## src/rtl/ft_bcd_count_latch.sv

```systemverilog
// BCD event counter with gated counting, level clear and edge-triggered result latch.
// All asynchronous controller strobes and FSIN are synchronised onto CLK.
module ft_bcd_count_latch #(
  parameter int unsigned DIGITS      = 8,
  parameter int unsigned SYNC_STAGES = 2
) (
  input  logic                  CLK,
  input  logic                  RST,
  input  logic                  FSIN,
  input  logic                  CNT_EN,
  input  logic                  RST_CNT,
  input  logic                  LOAD,
  output logic [4*DIGITS-1:0]   DOUT,
  output logic                  OVF,
  output logic                  VALID
);

  localparam int unsigned W = 4 * DIGITS;

  // Bit order within each stage: {LOAD, RST_CNT, CNT_EN, FSIN}
  logic [3:0] sync_q [SYNC_STAGES];

  logic fsin_s, cnt_en_s, rst_cnt_s, load_s;
  logic fsin_s_d_q, load_s_d_q;
  logic fsin_rise, load_rise;

  logic [W-1:0] cnt_q, cnt_d, cnt_inc;
  logic         ovf_sticky_q, ovf_sticky_d;
  logic         inc_wrap;

  logic [W-1:0] snap_cnt_q;
  logic         snap_ovf_q, snap_vld_q;
  logic [W-1:0] dout_q;
  logic         ovf_q, valid_q;

  always_ff @(posedge CLK or posedge RST) begin
    if (RST) begin
      for (int unsigned i = 0; i < SYNC_STAGES; i++) begin
        sync_q[i] <= 4'b0000;
      end
    end else begin
      sync_q[0] <= {LOAD, RST_CNT, CNT_EN, FSIN};
      for (int unsigned i = 1; i < SYNC_STAGES; i++) begin
        sync_q[i] <= sync_q[i-1];
      end
    end
  end

  assign fsin_s    = sync_q[SYNC_STAGES-1][0];
  assign cnt_en_s  = sync_q[SYNC_STAGES-1][1];
  assign rst_cnt_s = sync_q[SYNC_STAGES-1][2];
  assign load_s    = sync_q[SYNC_STAGES-1][3];

  assign fsin_rise = fsin_s & ~fsin_s_d_q;
  assign load_rise = load_s & ~load_s_d_q;

  // Ripple BCD increment: a digit advances only while every lower digit rolls 9 -> 0.
  always_comb begin
    logic carry;
    cnt_inc = cnt_q;
    carry   = 1'b1;
    for (int unsigned i = 0; i < DIGITS; i++) begin
      if (carry) begin
        if (cnt_q[4*i +: 4] == 4'd9) begin
          cnt_inc[4*i +: 4] = 4'd0;
        end else begin
          cnt_inc[4*i +: 4] = cnt_q[4*i +: 4] + 4'd1;
          carry             = 1'b0;
        end
      end
    end
    inc_wrap = carry;
  end

  always_comb begin
    cnt_d        = cnt_q;
    ovf_sticky_d = ovf_sticky_q;
    if (rst_cnt_s) begin
      cnt_d        = '0;
      ovf_sticky_d = 1'b0;
    end else if (cnt_en_s && fsin_rise) begin
      cnt_d        = cnt_inc;
      ovf_sticky_d = ovf_sticky_q | inc_wrap;
    end
  end

  always_ff @(posedge CLK or posedge RST) begin
    if (RST) begin
      fsin_s_d_q   <= 1'b0;
      load_s_d_q   <= 1'b0;
      cnt_q        <= '0;
      ovf_sticky_q <= 1'b0;
    end else begin
      fsin_s_d_q   <= fsin_s;
      load_s_d_q   <= load_s;
      cnt_q        <= cnt_d;
      ovf_sticky_q <= ovf_sticky_d;
    end
  end

  // Snapshot takes the pre-update count; the display register follows one cycle later.
  always_ff @(posedge CLK or posedge RST) begin
    if (RST) begin
      snap_cnt_q <= '0;
      snap_ovf_q <= 1'b0;
      snap_vld_q <= 1'b0;
      dout_q     <= '0;
      ovf_q      <= 1'b0;
      valid_q    <= 1'b0;
    end else begin
      snap_vld_q <= load_rise;
      if (load_rise) begin
        snap_cnt_q <= cnt_q;
        snap_ovf_q <= ovf_sticky_q;
      end
      valid_q <= snap_vld_q;
      if (snap_vld_q) begin
        dout_q <= snap_cnt_q;
        ovf_q  <= snap_ovf_q;
      end
    end
  end

  assign DOUT  = dout_q;
  assign OVF   = ovf_q;
  assign VALID = valid_q;

endmodule

```

## config.mk

```make
export PLATFORM = sky130hd
export DESIGN_NAME = ft_bcd_count_latch
export DESIGN_NICKNAME = d
export VERILOG_FILES = /design/src/rtl/ft_bcd_count_latch.sv
export SDC_FILE = /design/constraint.sdc
export NUM_CORES = 1
export LEC_CHECK = 0
export ABC_AREA = 1
export CORE_ASPECT_RATIO = 0.8
export CORE_MARGIN = 8
export CORE_UTILIZATION = 45
export DETAILED_ROUTE_END_ITERATION = 10
export GPL_TIMING_DRIVEN = 0
export SYNTH_ARGS = -nofsm -noshare
export SYNTH_HDL_FRONTEND = slang
export SYNTH_SLANG_ARGS = --single-unit
```

## constraint.sdc

```tcl
create_clock -name CLK -period 7.4 [get_ports CLK]
set_input_delay 1.48 -clock CLK [delete_from_list [all_inputs] [get_ports CLK]]
set_output_delay 1.48 -clock CLK [all_outputs]
set_load 0.02 [all_outputs]
```

# Word-level counts from Yosys, hierarchy flattened
# Cells that the tools add are included.
[totals] reg_bits=111 output_inout_bits=34
[classes] n_addsub=8 eq_ne=8 n_mux=34 bitwise_logic=5 n_reduce_logical=16
[op_table] operator="$mux W32" n=2
[op_table] operator="$mux W4" n=15
[op_table] operator="$add A4 B1 Y4 const B" n=8
[op_table] operator="$eq A4 B4 Y1 const B" n=8
[op_table] operator="$mux W1" n=17
[op_table] operator="$reduce_bool A2 Y1" n=8
[op_table] operator="$reduce_and A2 Y1" n=7
[op_table] operator="$and A1 B1 Y1" n=2
[op_table] operator="$not A1 Y1" n=2
[op_table] operator="$logic_and A1 B1 Y1" n=1
[op_table] operator="$or A1 B1 Y1" n=1

# Logic depth before layout (Yosys ltp)
[logic_depth] word_depth=12 ltp_mapped=11

# Worst setup path after synthesis
# OpenSTA, ideal clock, no wires.
[synth_path] path_kind="flip-flop to output port" from="register dout_q[0], in the netlist DOUT[0]" to="output DOUT[0]" arrival_ns=0.423 t_required_ns=5.920 slack_ns=5.497 path_stages_with_launch=1 path_buffers=0 path_cell_list="dfrtp_1"
[synth_rtl] item="start: declaration" line_no="33" text="logic [W-1:0] dout_q;"
[synth_rtl] item="start signal: assignment" line_no="118" text="dout_q <= snap_cnt_q;"
[synth_rtl] item="end: declaration" line_no="13" text="output logic [4*DIGITS-1:0] DOUT,"
# No word-level cell between the ends.

# Final worst setup path
[layout_path] from="register dout_q[31], in the netlist DOUT[31]" to="output DOUT[31]"
# No word-level cell between the ends.

==> results.md <==
- The flow ran to the end, and the final reports show no timing, DRC or antenna violations.
- Across every metal layer, demand over resource in global routing totals 14.2%.
- For this run, the slowest stage of the critical path takes 610 ps.
- In the synthesized netlist the dominant register cell turns out to be dfrtp_1.
- When the netlist entered floorplanning its net count stood at 462.
- The post-detailed-routing wire length is 8990 um.
- The cell at the root of the clock tree is clkbuf_16.
- Synthesis handed over a netlist of 440 instances.
- The H-tree generated during clock tree synthesis spans 3 levels.
- The cell area after placement is 0.00527 mm^2.
- In this run the number of cells on the critical path is 1.
- The max-slew violation count came to 0.
- After routing, the total negative slack on setup checks comes to 0 ps.
- STA classifies the critical path endpoint as an output pin.
- The clock buffer count from CTS is 9.
- The number of remaining DRC errors is 0.
- The busiest metal layer after global routing is met2.
- The met3 layer usage reported by global route is 3.77%.
- In this run, post-CTS repair resized a total of 0 instances.
- In the post-synthesis netlist, the cell with the most instances is dfrtp_1.
- For met2 alone, demand over resource in global routing was 21.4%.
- The wire-length estimate of the detail-placed layout is 6350 um.
- The die footprint is 0.0139 mm^2.
- The slew at the pin closest to its max-slew limit is 782 ps.
- After detailed routing, the number of vias per cell comes to 4.98.
- The worst path required time is 5920 ps.
- The total power draw is 0.00143 W.
- Traced cell by cell, the critical path runs through clkdlybuf4s50_1.
- The pre-CTS worst setup slack is 4620 ps.
- In this run, synthesis produced a sequential element count of 111.
- Counting instances in the post-synthesis netlist gives the leading cell types as 111 x dfrtp_1, 94 x nand2_1, 40 x o21ai_0.
- After layout, the worst setup slack is 4600 ps.
- The portion of the post-synthesis area used by sequential elements is 59.5%.
- The gate family responsible for the most delay along the worst path is buffers and inverters.
- Along the worst hold path, the cell count comes to 0.
- The floorplan step set the die width to 130 um.
- The total number of vias is 3167.
- The cell depth of the worst flop-to-flop path is 11.
- The summed area of non-filler cells in the final layout is 0.00556 mm^2.
- The setup-violating endpoint count in the final report is 0.
- The pre-antenna-repair detailed-routing pass consisted of 6 iterations.
- Pin placement for this block handled 40 I/O pins.
- The number of port buffers is 39.
- The number of antenna violations at the first check in global routing is 0.
- Setup repair after global routing left no endpoint under its margin.
- The power density normalized to cell area is 257 mW/mm^2.
- In this run the vertical extent of the chip is 107 um.
- The area of the placeable core is 0.0102 mm^2.
- The number of global-route vias before repair is 3156.
- The number of max-cap violations is 0.
- For the worst setup path, the data arrival time is 1320 ps.
- Counting flops with a built-in enable in the synthesized netlist gives 0.
- Across the VDD grid, the largest voltage drop is 0.172 mV.
- A synthesized cell averages 10.6 um^2.
- After synthesis, the share of flip-flops with an asynchronous set or reset is 100%.
- For this design, the sink count on the clock tree is 111.
- Cell internal power was estimated by the tool at 0.00105 W.
- Global routing consumed, on the met1 layer, 19.3% of the routing resources.
- The largest total area in the synthesized netlist belongs to dfrtp_1.
- The final count of hold timing violations is 0.
- The clock tree from TritonCTS is done.
- The number of buffers and inverters on the critical path is 1.
- The startpoint type of the worst setup path is a flop.
- The slowest library cell on the worst path is clkdlybuf4s50_1.
- The sequential power share is 50.5%.
- 0 antenna diodes ended up in the layout.
- The part of the total power dissipated in combinational logic is 16.1%.
- Summed over all layers, the global routing overflow is 0.
- The site row count is 33.
- Of all nets on the critical path, the largest fanout is 2.
- Entering global routing, the biggest net connects 64 pins.
- For this design the static power due to leakage is 2.66 nW.
- Headroom to the max-slew limit came out at 47.9%.
- The class of the tightest hold or removal check is flop to flop.
- The count of nets left with antenna violations once routing finished came out at 0.
- For this design, the CTS-stage hold fixing added 0 buffers.
- For this configuration, the core starts out at a cell density of 46.0%.
- Static timing analysis puts the maximum clock frequency at 357 MHz.
- The top cell type by area accounts for 59.5% of the synthesized area.
- The minimum clock period is 2800 ps.
- During synthesis, Yosys emitted a total of 0 warnings.
- The final cell count without fillers is 636.
- The number of buffers on the longest clock path is 2.
- The fraction of layout instances using a drive strength above 1 is 13.3%.
- Of the total power, the share spent switching nets is 26.4%.
- The category of the critical setup timing path is flop to output pin.
- The first global-routing pass estimated 15600 um of wire.
- The insertion delay of the later-clocked pin in the worst-skew pair is 340 ps.
- The share of total power dissipated in the clock network is 33.4%.
- The DRC marker count from the first detailed-route iteration is 204.
- Once the clock tree was built, the setup fixing pass inserted 0 buffers.
- In this run the power spent charging and discharging nets is 0.000377 W.
- The final-stage net count is 513.
- The worst path uses 37.9% of the clock period.
- The wire length per cell is 14.1 um.
- The worst clock skew is 4.30 ps.
- In this run, distinct cell masters in the synthesized netlist total 30.
- After synthesis the cells add up to 0.00467 mm^2.
- By area the synthesized netlist is led by dfrtp_1 59%, mux2_2 8.0%, nand2_1 7.6%, ha_1 4.3%, o21ai_0 4.3%.
- From synthesis to final layout, the design area changed by 19.0%.
- Clock-pin slew was measured on the worst setup and hold paths at 70 ps.
- The congestion estimate from routability-driven global placement came to 0.783.
- The number of placed cells counting well taps is 620.
-- metrics by stage --
step	hold WS, ps	util [%]
after detailed placement	337	51.8
final	350	54.7
after global placement	334	51.5
after floorplan	331	-
after CTS	352	54.7
after global routing	357	54.7
-- layer usage --
layer  up-vias  routed length [um]  share of wire [%]
met4         0                 117                1.3
met3        10                 436                4.9
met5         -                   0                  0
met1      1557                4330                 48
li1       1552                   -                  -
met2        48                4110                 46
-- power groups by stage --
stage	logic (W)	clock network (W)	registers, W
detailed placement	0.000232	0	0.000732
floorplan	0.000115	0	0.000754
finish	0.000229	0.000477	0.000720
global placement	0.000225	0	0.000729
global route	0.000258	0.000510	0.000731
CTS	0.000234	0.000490	0.000721
-- registers in the layout, summed over array words and instances (netlist names), 4 cells and up --
signal      flops
snap_cnt_q     32
DOUT           32
cnt_q          32
sync_q          4
-- worst register-to-register path, delay by kind of cell (launching register included) --
kind | cells | cell delay (ps)
adder cells (fa/ha/maj) | 1 | 170
buffers and inverters | 1 | 100
flip-flops | 1 | 400
AND/OR/NAND/NOR | 9 | 1060
-- worst paths after layout --
path,to,start,slack (ps)
max reg2reg,cnt_q[26],cnt_q[1],5560
min in group asynchronous,DOUT[9],RST,1640
max,DOUT[31],DOUT[31],4600
min reg2reg,load_s,sync_q[7],350
min,load_s,sync_q[7],350
max in group asynchronous,DOUT[29],RST,5050
-- cell families after synthesis --
kind of cell               count (synthesis)  share of synthesized area, %
muxes                                     33                          7.96
DFF                                      111                          59.5
adders and majority gates                 16                          4.29
AOI/OAI and AO/OA                         59                          6.75
and+or+nand+nor                          164                          16.1
buffers and inverters                     50                          4.13
xor gates and xnor gates                   7                          1.31
-- cell usage in the layout, fill, tap and decap left out, types with 2 or more instances in the layout --
| cell | Yosys | layout |
|---|---|---|
| dfrtp_1 | 111 | 111 |
| nand2_1 | 94 | 94 |
| o21ai_0 | 40 | 40 |
| clkdlybuf4s50_1 | 0 | 39 |
| inv_1 | 36 | 35 |
| mux2_2 | 33 | 33 |
| nor2_1 | 23 | 23 |
| nand3_1 | 20 | 20 |
| ha_1 | 16 | 16 |
| clkbuf_1 | 7 | 9 |
| clkbuf_16 | 0 | 9 |
| nand4_1 | 8 | 8 |
| a21oi_1 | 8 | 8 |
| nor3_1 | 7 | 7 |
| nand2_2 | 4 | 4 |
| buf_2 | 4 | 4 |
| xor2_1 | 4 | 4 |
| o21ai_1 | 3 | 3 |
| xnor2_1 | 3 | 3 |
| o31ai_1 | 3 | 3 |
| clkinv_2 | 0 | 3 |
| inv_2 | 2 | 2 |
| nor3b_1 | 2 | 2 |
| o21ai_2 | 2 | 2 |
| o22ai_1 | 2 | 2 |
-- final cells by class --
| class | count | area [um^2] |
|---|---|---|
| Tap cell | 140 | 175 |
| Clock inverter | 4 | 45.0 |
| Multi-Input combinational cell | 279 | 1700 |
| Inverter | 39 | 149 |
| Buffer | 11 | 46.3 |
| Fill cell | 943 | 4600 |
| Sequential cell | 111 | 2780 |
| Timing Repair Buffer | 40 | 418 |
| Clock buffer | 12 | 246 |
Note: power is estimated with default switching activity, not from simulation.
